### config.mk
export PLATFORM = sky130hd
export DESIGN_NAME = key_scan
export DESIGN_NICKNAME = d
export VERILOG_FILES = /design/src/rtl/key_scan.sv
export SDC_FILE = /design/constraint.sdc
export NUM_CORES = 1
export LEC_CHECK = 0
export CORE_UTILIZATION = 45
export DETAILED_ROUTE_END_ITERATION = 10
export PLACE_DENSITY = 0.72
export RECOVER_POWER = 25
export SKIP_CTS_REPAIR_TIMING = 1
export SLEW_MARGIN = 20
export SYNTH_ARGS = -nofsm -noshare
export SYNTH_HDL_FRONTEND = slang
export SYNTH_SLANG_ARGS = --single-unit
### constraint.sdc
create_clock -name clock -period 2.3 [get_ports clock]
set_input_delay 0.46 -clock clock [delete_from_list [all_inputs] [get_ports clock]]
set_output_delay 0.46 -clock clock [all_outputs]
set_load 0.02 [all_outputs]
### src/rtl/key_scan.sv
// key_scan: keypad front end for the 4x3 matrix keypad.
// Scans the active-low column lines, samples the active-low row lines through
// a 2-FF synchronizer, debounces presses and releases, and emits a one-cycle
// key_valid pulse with a 4-bit key code for every accepted press.
//
// Ports:
//   clock     - system clock, rising edge
//   reset     - asynchronous active-low reset
//   row[3:0]  - keypad row lines, active-low, asynchronous to clock
//   col[2:0]  - keypad column drive, active-low one-hot
//   key_code  - code of the last accepted key, held until the next accept
//   key_valid - one-cycle pulse when a press is accepted
//   key_held  - high from accept until the release is accepted
module key_scan #(
    parameter int unsigned SCAN_CYCLES     = 250,
    parameter int unsigned DEBOUNCE_CYCLES = 500
) (
    input  logic       clock,
    input  logic       reset,
    input  logic [3:0] row,
    output logic [2:0] col,
    output logic [3:0] key_code,
    output logic       key_valid,
    output logic       key_held
);

    localparam int unsigned SCW = $clog2(SCAN_CYCLES + 1);
    localparam int unsigned DBW = $clog2(DEBOUNCE_CYCLES + 1);

    localparam logic [SCW-1:0] SCAN_LAST  = SCW'(SCAN_CYCLES - 1);
    localparam logic [SCW-1:0] DETECT_MIN = SCW'(3);
    localparam logic [DBW-1:0] DEB_LAST   = DBW'(DEBOUNCE_CYCLES - 1);
    localparam logic [DBW-1:0] DEB_PRE    = DBW'(DEBOUNCE_CYCLES - 2);

    typedef enum logic [1:0] {
        ST_SCAN,
        ST_DEBOUNCE,
        ST_PRESSED,
        ST_RELEASE
    } state_t;

    state_t         state_q, state_d;
    logic [3:0]     row_meta_q, row_meta_d;
    logic [3:0]     row_s_q, row_s_d;
    logic [2:0]     col_q, col_d;
    logic [SCW-1:0] scan_cnt_q, scan_cnt_d;
    logic [DBW-1:0] deb_cnt_q, deb_cnt_d;
    logic [3:0]     row_lat_q, row_lat_d;
    logic [1:0]     col_lat_q, col_lat_d;
    logic [3:0]     key_code_q, key_code_d;
    logic           key_valid_q, key_valid_d;
    logic           key_held_q, key_held_d;

    logic [1:0]     col_idx;
    logic [1:0]     row_idx;
    logic [3:0]     key_dec;
    logic [2:0]     col_rot;
    logic [DBW-1:0] deb_inc;

    // Index of the column currently driven low
    always_comb begin
        if (!col_q[0])      col_idx = 2'd0;
        else if (!col_q[1]) col_idx = 2'd1;
        else                col_idx = 2'd2;
    end

    // Lowest-index low row wins when several rows are low
    always_comb begin
        if (!row_lat_q[0])      row_idx = 2'd0;
        else if (!row_lat_q[1]) row_idx = 2'd1;
        else if (!row_lat_q[2]) row_idx = 2'd2;
        else                    row_idx = 2'd3;
    end

    always_comb begin
        key_dec = '0;
        if (row_idx == 2'd3) begin
            case (col_lat_q)
                2'd0:    key_dec = 4'hA;
                2'd1:    key_dec = 4'h0;
                default: key_dec = 4'hB;
            endcase
        end else begin
            key_dec = 4'({2'b00, row_idx} * 4'd3 + {2'b00, col_lat_q} + 4'd1);
        end
    end

    assign col_rot = {col_q[1:0], col_q[2]};
    assign deb_inc = (deb_cnt_q == DEB_LAST) ? deb_cnt_q : deb_cnt_q + 1'b1;

    always_comb begin
        state_d     = state_q;
        row_meta_d  = row;
        row_s_d     = row_meta_q;
        col_d       = col_q;
        scan_cnt_d  = scan_cnt_q;
        deb_cnt_d   = deb_cnt_q;
        row_lat_d   = row_lat_q;
        col_lat_d   = col_lat_q;
        key_code_d  = key_code_q;
        key_valid_d = 1'b0;
        key_held_d  = key_held_q;

        case (state_q)
            ST_SCAN: begin
                if (scan_cnt_q >= DETECT_MIN && row_s_q != 4'hF) begin
                    // Detection takes priority over rotation so the latched
                    // column index matches the frozen column.
                    row_lat_d = row_s_q;
                    col_lat_d = col_idx;
                    deb_cnt_d = '0;
                    state_d   = ST_DEBOUNCE;
                end else if (scan_cnt_q >= SCAN_LAST) begin
                    col_d      = col_rot;
                    scan_cnt_d = '0;
                end else begin
                    scan_cnt_d = scan_cnt_q + 1'b1;
                end
            end

            ST_DEBOUNCE: begin
                if (row_s_q == 4'hF) begin
                    deb_cnt_d  = '0;
                    scan_cnt_d = '0;
                    state_d    = ST_SCAN;
                end else if (row_s_q != row_lat_q) begin
                    row_lat_d = row_s_q;
                    deb_cnt_d = '0;
                end else begin
                    deb_cnt_d = deb_inc;
                    // The detect cycle was already one stable cycle, so the
                    // accept fires as the counter steps onto its last value.
                    if (deb_cnt_q == DEB_PRE) begin
                        state_d = ST_PRESSED;
                    end
                end
            end

            ST_PRESSED: begin
                key_code_d  = key_dec;
                key_valid_d = 1'b1;
                key_held_d  = 1'b1;
                deb_cnt_d   = '0;
                state_d     = ST_RELEASE;
            end

            ST_RELEASE: begin
                if (row_s_q != 4'hF) begin
                    deb_cnt_d = '0;
                end else if (deb_cnt_q == DEB_LAST) begin
                    key_held_d = 1'b0;
                    deb_cnt_d  = '0;
                    col_d      = col_rot;
                    scan_cnt_d = '0;
                    state_d    = ST_SCAN;
                end else begin
                    deb_cnt_d = deb_inc;
                end
            end

            default: state_d = ST_SCAN;
        endcase
    end

    always_ff @(posedge clock or negedge reset) begin
        if (!reset) begin
            state_q     <= ST_SCAN;
            row_meta_q  <= 4'hF;
            row_s_q     <= 4'hF;
            col_q       <= 3'b110;
            scan_cnt_q  <= '0;
            deb_cnt_q   <= '0;
            row_lat_q   <= 4'hF;
            col_lat_q   <= '0;
            key_code_q  <= 4'h0;
            key_valid_q <= 1'b0;
            key_held_q  <= 1'b0;
        end else begin
            state_q     <= state_d;
            row_meta_q  <= row_meta_d;
            row_s_q     <= row_s_d;
            col_q       <= col_d;
            scan_cnt_q  <= scan_cnt_d;
            deb_cnt_q   <= deb_cnt_d;
            row_lat_q   <= row_lat_d;
            col_lat_q   <= col_lat_d;
            key_code_q  <= key_code_d;
            key_valid_q <= key_valid_d;
            key_held_q  <= key_held_d;
        end
    end

    assign col       = col_q;
    assign key_code  = key_code_q;
    assign key_valid = key_valid_q;
    assign key_held  = key_held_q;

endmodule

# Word level (Yosys, flattened, before mapping)
# Index checks and enable logic that the tools add are counted.
word_totals:
  rom_bits: 0
  wordCells: 91
  memories: 0
  out_inout_bits: 9
  input_bits: 6
  ram_bits: 0
  register_bits: 42
  latchBits: 0
op_classes:
  n_eq_ne: 20
  mux: 40
  add_sub_neg: 4
  n_div: 0
  reduce_logical: 13
  bitwise: 0
  shifts: 0
  mul: 1
  n_lt_le_gt_ge: 2
op_table:
  columns: ["cell", "count"]
  rows:
  - ["$mux W9", 6]
  - ["$mux W8", 5]
  - ["$pmux W9 S4", 1]
  - ["$pmux W8 S3", 1]
  - ["$mux W2", 10]
  - ["$eq A9 B9 Y1 const B", 2]
  - ["$mux W4", 4]
  - ["$ne A2 B2 Y1 const B", 8]
  - ["$pmux W4 S2", 2]
  - ["$reduce_and A5 Y1", 3]
  - ["$mux W3", 4]
  - ["$add A9 B1 Y9 const B", 1]
  - ["$add A8 B1 Y8 const B", 1]
  - ["$ge A8 B2 Y1 const B", 1]
  - ["$ge A8 B8 Y1 const B", 1]
  - ["$pmux W2 S4", 1]
  - ["$eq A2 B2 Y1 const B", 3]
  - ["$ne A3 B3 Y1 const B", 2]
  - ["$pmux W3 S2", 1]
  - ["$reduce_bool A2 Y1", 3]
  - ["$add A4 B1 Y4 const B", 1]
  - ["$add A4 B2 Y4", 1]
  - ["$eq A2 B1 Y1 const B", 2]
  - ["$eq A4 B4 Y1 const B", 1]
  - ["other kinds (11)", 15]

# Logic depth before layout (Yosys ltp)
depth:
  depth_word: 7
  depth_mapped: 8
  ltp_nobuf: 8

# Worst setup path before layout
# Ideal clock, no wire load.
synth_path:
  kind: "register to register"
  from: "reg scan_cnt_q[3]"
  to: "reg col_q[0] (netlist: col[0])"
  n_path_buf: 1
  path_stages_with_launch: 7
  setup_ps: 128
  required_time_ps: 2172
  t_arrival_ps: 2305
  setup_slack_ps: -132
  cell_sequence: "dfrtp_1 -> or4_1 -> or4_1 -> a211o_1 -> buf_6 -> o22a_4 -> mux2_1"
synth_between:
  elab_chain_len: 4
synth_lines:
  columns: ["element", "line_no", "text"]
  rows:
  - ["start: declaration", "46", "logic [SCW-1:0] scan_cnt_q, scan_cnt_d;"]
  - ["start signal: assignment", "183", "scan_cnt_q <= scan_cnt_d;"]
  - ["$ge A8 B2 Y1", "106", "if (scan_cnt_q >= DETECT_MIN && row_s_q != 4'hF) begin"]
  - ["$logic_and A1 B1 Y1", "106", null]
  - ["$ne A2 B2 Y1 (no line)", null, null]
  - ["$reduce_and A5 Y1 (no line) (*)", null, null]
  - ["end signal: assignment", "182", "col_q <= col_d;"]
  - ["end: declaration", "45", "logic [2:0] col_q, col_d;"]
# Mark *: on every way between the ends. The rest lies on a longest branch, timed or not.
# A chain may end at the register's enable or synchronous reset.

# Final worst setup path
layout_path:
  from: "reg scan_cnt_q[7]"
  to: "reg col_q[0] (netlist: col[0])"
# The elaborated chain is that of the path after synthesis.

==> qor.txt <==
GLOBAL ROUTE
--------------------------------------------------------------------------------
Maximum number of pins on one net before global-route repair                  19
Total grt overflow                                                             0
Overall Global Routing Usage                                              0.1803
Initial antenna violation count                                                0
Global-route wire length before repair                                  7.217 mm
Via count of the first global-routing pass                                  1575

FLOORPLAN
--------------------------------------------------------------------------------
I/O pin count                                                                 15
Placeable Area                                                      0.004504 sq mm
Die area                                                            0.005117 sq mm
DIE WIDTH                                                               71.54 um
Floorplan die height                                                    71.54 um
Number of placement rows                                                      24
Initial core utilization                                                  0.4831

LAYOUT
--------------------------------------------------------------------------------
Layout cell share with drive strength beyond 1                            0.2231
Layout Nets                                                                  259
Antenna Cells                                                                  0
Post-route standard cell area excluding fillers                     0.002572 sq mm
Count of fill cells added during filler insertion                            387
Post-synthesis to final-layout area growth                                18.23%
Final Non-Filler Cells                                                       294

SYNTHESIS
--------------------------------------------------------------------------------
Largest cells by area after synthesis                               sky130_fd_sc_hd__dfrtp_1 32%, sky130_fd_sc_hd__dfstp_2 17%, sky130_fd_sc_hd__ha_1 5.8%
Instance count of the mapped netlist                                         208
Most common cell in the synthesized netlist                         sky130_fd_sc_hd__dfrtp_1
Post-synthesis cell type with the largest combined area             sky130_fd_sc_hd__dfrtp_1
Most frequently used flop master after synthesis                    sky130_fd_sc_hd__dfrtp_1
Warnings from Yosys                                                            0
Number of nets in the synthesized netlist                                    226
Fraction of synthesized cell area taken by the top area cell type         0.3220
Synth async-reset ratio                                                    1.000
Distinct cells, synth                                                         47
Number of flops mapped to enable cells by yosys                                0
Per-instance average area after synthesis                            10.46 sq um
Flops & latches, synth                                                        42
Top cells by instance count after synthesis                         28 x sky130_fd_sc_hd__dfrtp_1, 19 x sky130_fd_sc_hd__nand2_1, 17 x sky130_fd_sc_hd__o21ai_0
Area of the mapped netlist                                          0.002176 sq mm
Proportion of synthesized chip area in sequential cells                   0.4911

OUTCOME
--------------------------------------------------------------------------------
Failing checks                                                      negative setup slack
Run status                                                          finished with violations

CLOCKING
--------------------------------------------------------------------------------
Clock-pin slew on the worst setup and hold paths                         0.09 ns
Clock buffer count from CTS                                                    5
Total number of clock tree sinks                                              42
Clock insertion delay at the later pin of the skew report                0.29 ns
Clock tree from TritonCTS                                                  built
Maximum root-to-sink buffer count                                              2
CTS root buf                                                        sky130_fd_sc_hd__clkbuf_8
H-tree depth                                                                   2

RUN
--------------------------------------------------------------------------------
Number of max-capacitance violations reported                                  0

PLACED DESIGN
--------------------------------------------------------------------------------
Cell area reported after detailed placement                         0.002454 sq mm
Cell count after placement                                                   286
Number of port buffers                                                        14
Detailed Place HPWL                                                     3.149 mm
Placer Congestion                                                         0.8666
Pre-CTS WS                                                           -0.04979 ns

STA
--------------------------------------------------------------------------------
Worst slew margin                                                         0.4523
Final worst-path cycle share                                               1.010
Worst slew pin tran                                                    0.8215 ns
Unrepaired setup endpoints after global routing                             true
Peak clock frequency supported by timing                               430.5 MHz
Post-route setup slack                                               -0.02266 ns
Final setup violation count                                                    1
Final critical delay including setup and external delays                2.323 ns
Maximum clock skew at final layout                                   0.008267 ns
Final Hold Violating Endpoints                                                 0
Max-slew violation total from the final report                                 0

POWER AND IR DROP
--------------------------------------------------------------------------------
Overall power                                                           2.376 mW
Peak supply drop                                                     0.0005254 V
Leakage                                                                 1.118 nW
Total power divided by cell area                                    923.8 mW/mm^2

CRITICAL PATH
--------------------------------------------------------------------------------
Crit path arrival time                                                   2.51 ns
CP Capture Point                                                          col[0]
CP startpoint kind                                                          flop
Depth of the most critical reg-to-reg path                                     5
Beginning of the worst register-to-register path                    scan_cnt_q[7]
Slack of the worst reg-to-reg path                                      -0.02 ns
Data required, critical path                                             2.49 ns
Critical path endpoint category                                             flop
CP startpoint                                                       scan_cnt_q[7]
Critical-path maximum fanout                                                   3
Critical path class                                                   reg -> reg
End of the worst register-to-register path                                col[0]

DETAILED ROUTING
--------------------------------------------------------------------------------
Post-detailed-routing wire length                                       4.272 mm
Drt initial violations                                                       111
Routed Antenna Nets                                                            0
Via Count                                                                   1676
Routed WL per cell                                                      14.53 um
Via count normalized by instance count                                     5.701
DRC errors left                                                                0
Number of detailed-routing iterations run before antenna repair                4

WORST HOLD PATH
--------------------------------------------------------------------------------
Worst min path class                                                 in -> async

## metrics by stage
step / utilization / hold WS [ns] / setup TNS (ns)
floorplan: - / 0.1644 / -0.2606
global placement: 0.5447 / 0.3458 / 0
detailed placement: 0.5447 / 0.3468 / -0.08246
CTS: 0.5658 / 0.03242 / -0.1402
global route: 0.5711 / 0.2035 / -0.2589
finish: 0.5711 / 0.1406 / -0.02266
## layout by cell type, fill, tap and decap left out, drive strengths merged, types with 4 or more instances in the layout
master,n
mux2,7
clkdlybuf4s50,13
and3,6
inv,15
xor2,4
ha,10
nor2,9
clkbuf,7
a31oi,7
a21oi,12
o21ai,17
nand2b,4
dfstp,14
buf,15
dfrtp,28
nand3,11
nand2,19
## power by group
| group | internal, mW | switching (mW) | total (mW) | leakage [nW] |
|---|---|---|---|---|
| sequential | 0.851 | 0.0667 | 0.918 | 0.533 |
| clock | 0.225 | 0.278 | 0.504 | 0.0495 |
| combinational | 0.455 | 0.500 | 0.955 | 0.535 |
## metal layers
| metal | global-route usage | share of wire | up-vias |
|---|---|---|---|
| li1 | - | - | 822 |
| met1 | 0.2424 | 0.48 | 817 |
| met2 | 0.2974 | 0.48 | 35 |
| met3 | 0.03797 | 0.034 | 2 |
| met4 | 0.05229 | 0.0077 | 0 |
| met5 | 0 | 0 | - |
## final cells by class
type                       instances  area [sq um]  share of cell area
sequential                        42          1069              0.4154
multi-input combinational        150          1049              0.4076
timing repair buffer              30         250.2             0.09728
clock buffer                       5         68.82             0.02675
tap                               52         65.06             0.02529
inverter                          12         45.04             0.01751
clock inverter                     3         26.28             0.01021
## kinds of logic after synthesis
group,after synthesis,share of synthesized area
flip-flops,42,0.4911
XOR/XNOR,5,0.02013
buffers and inverters,16,0.04025
adder cells (fa/ha/maj),12,0.07591
multiplexers,9,0.04543
AND/OR/NAND/NOR,69,0.1662
AO/OA/AOI/OAI,55,0.1610
## critical path: stages, from the launching register on
cell	delay (ns)
sky130_fd_sc_hd__dfrtp_1	0.40
sky130_fd_sc_hd__or4_4	0.54
sky130_fd_sc_hd__or4_4	0.43
sky130_fd_sc_hd__a211o_1	0.29
sky130_fd_sc_hd__o22a_4	0.25
sky130_fd_sc_hd__mux2_4	0.30
## state kept, by name (all words and copies together) (netlist names), named ones only
register,count
deb_cnt_q,9
key_code,4
col_lat_q,2
key_held,1
col,3
scan_cnt_q,8
row_lat_q,4
state_q,1
row_s_q,4
key_valid,1
row_meta_q,4
## worst min path at each step
stage / start / endpoint / slack (ns) / cells after the start
2_1_floorplan: reset / async pin / 0.16 / 0
3_3_place_gp: reset / key_code[1] / 0.35 / 1
3_5_place_dp: reset / key_code[1] / 0.35 / 1
4_1_cts: reset / key_code[1] / 0.03 / 1
5_1_grt: reset / key_code[1] / 0.20 / 1
6_report: reset / deb_cnt_q[7] / 0.14 / 1
Power figures use the tool's default switching activity.
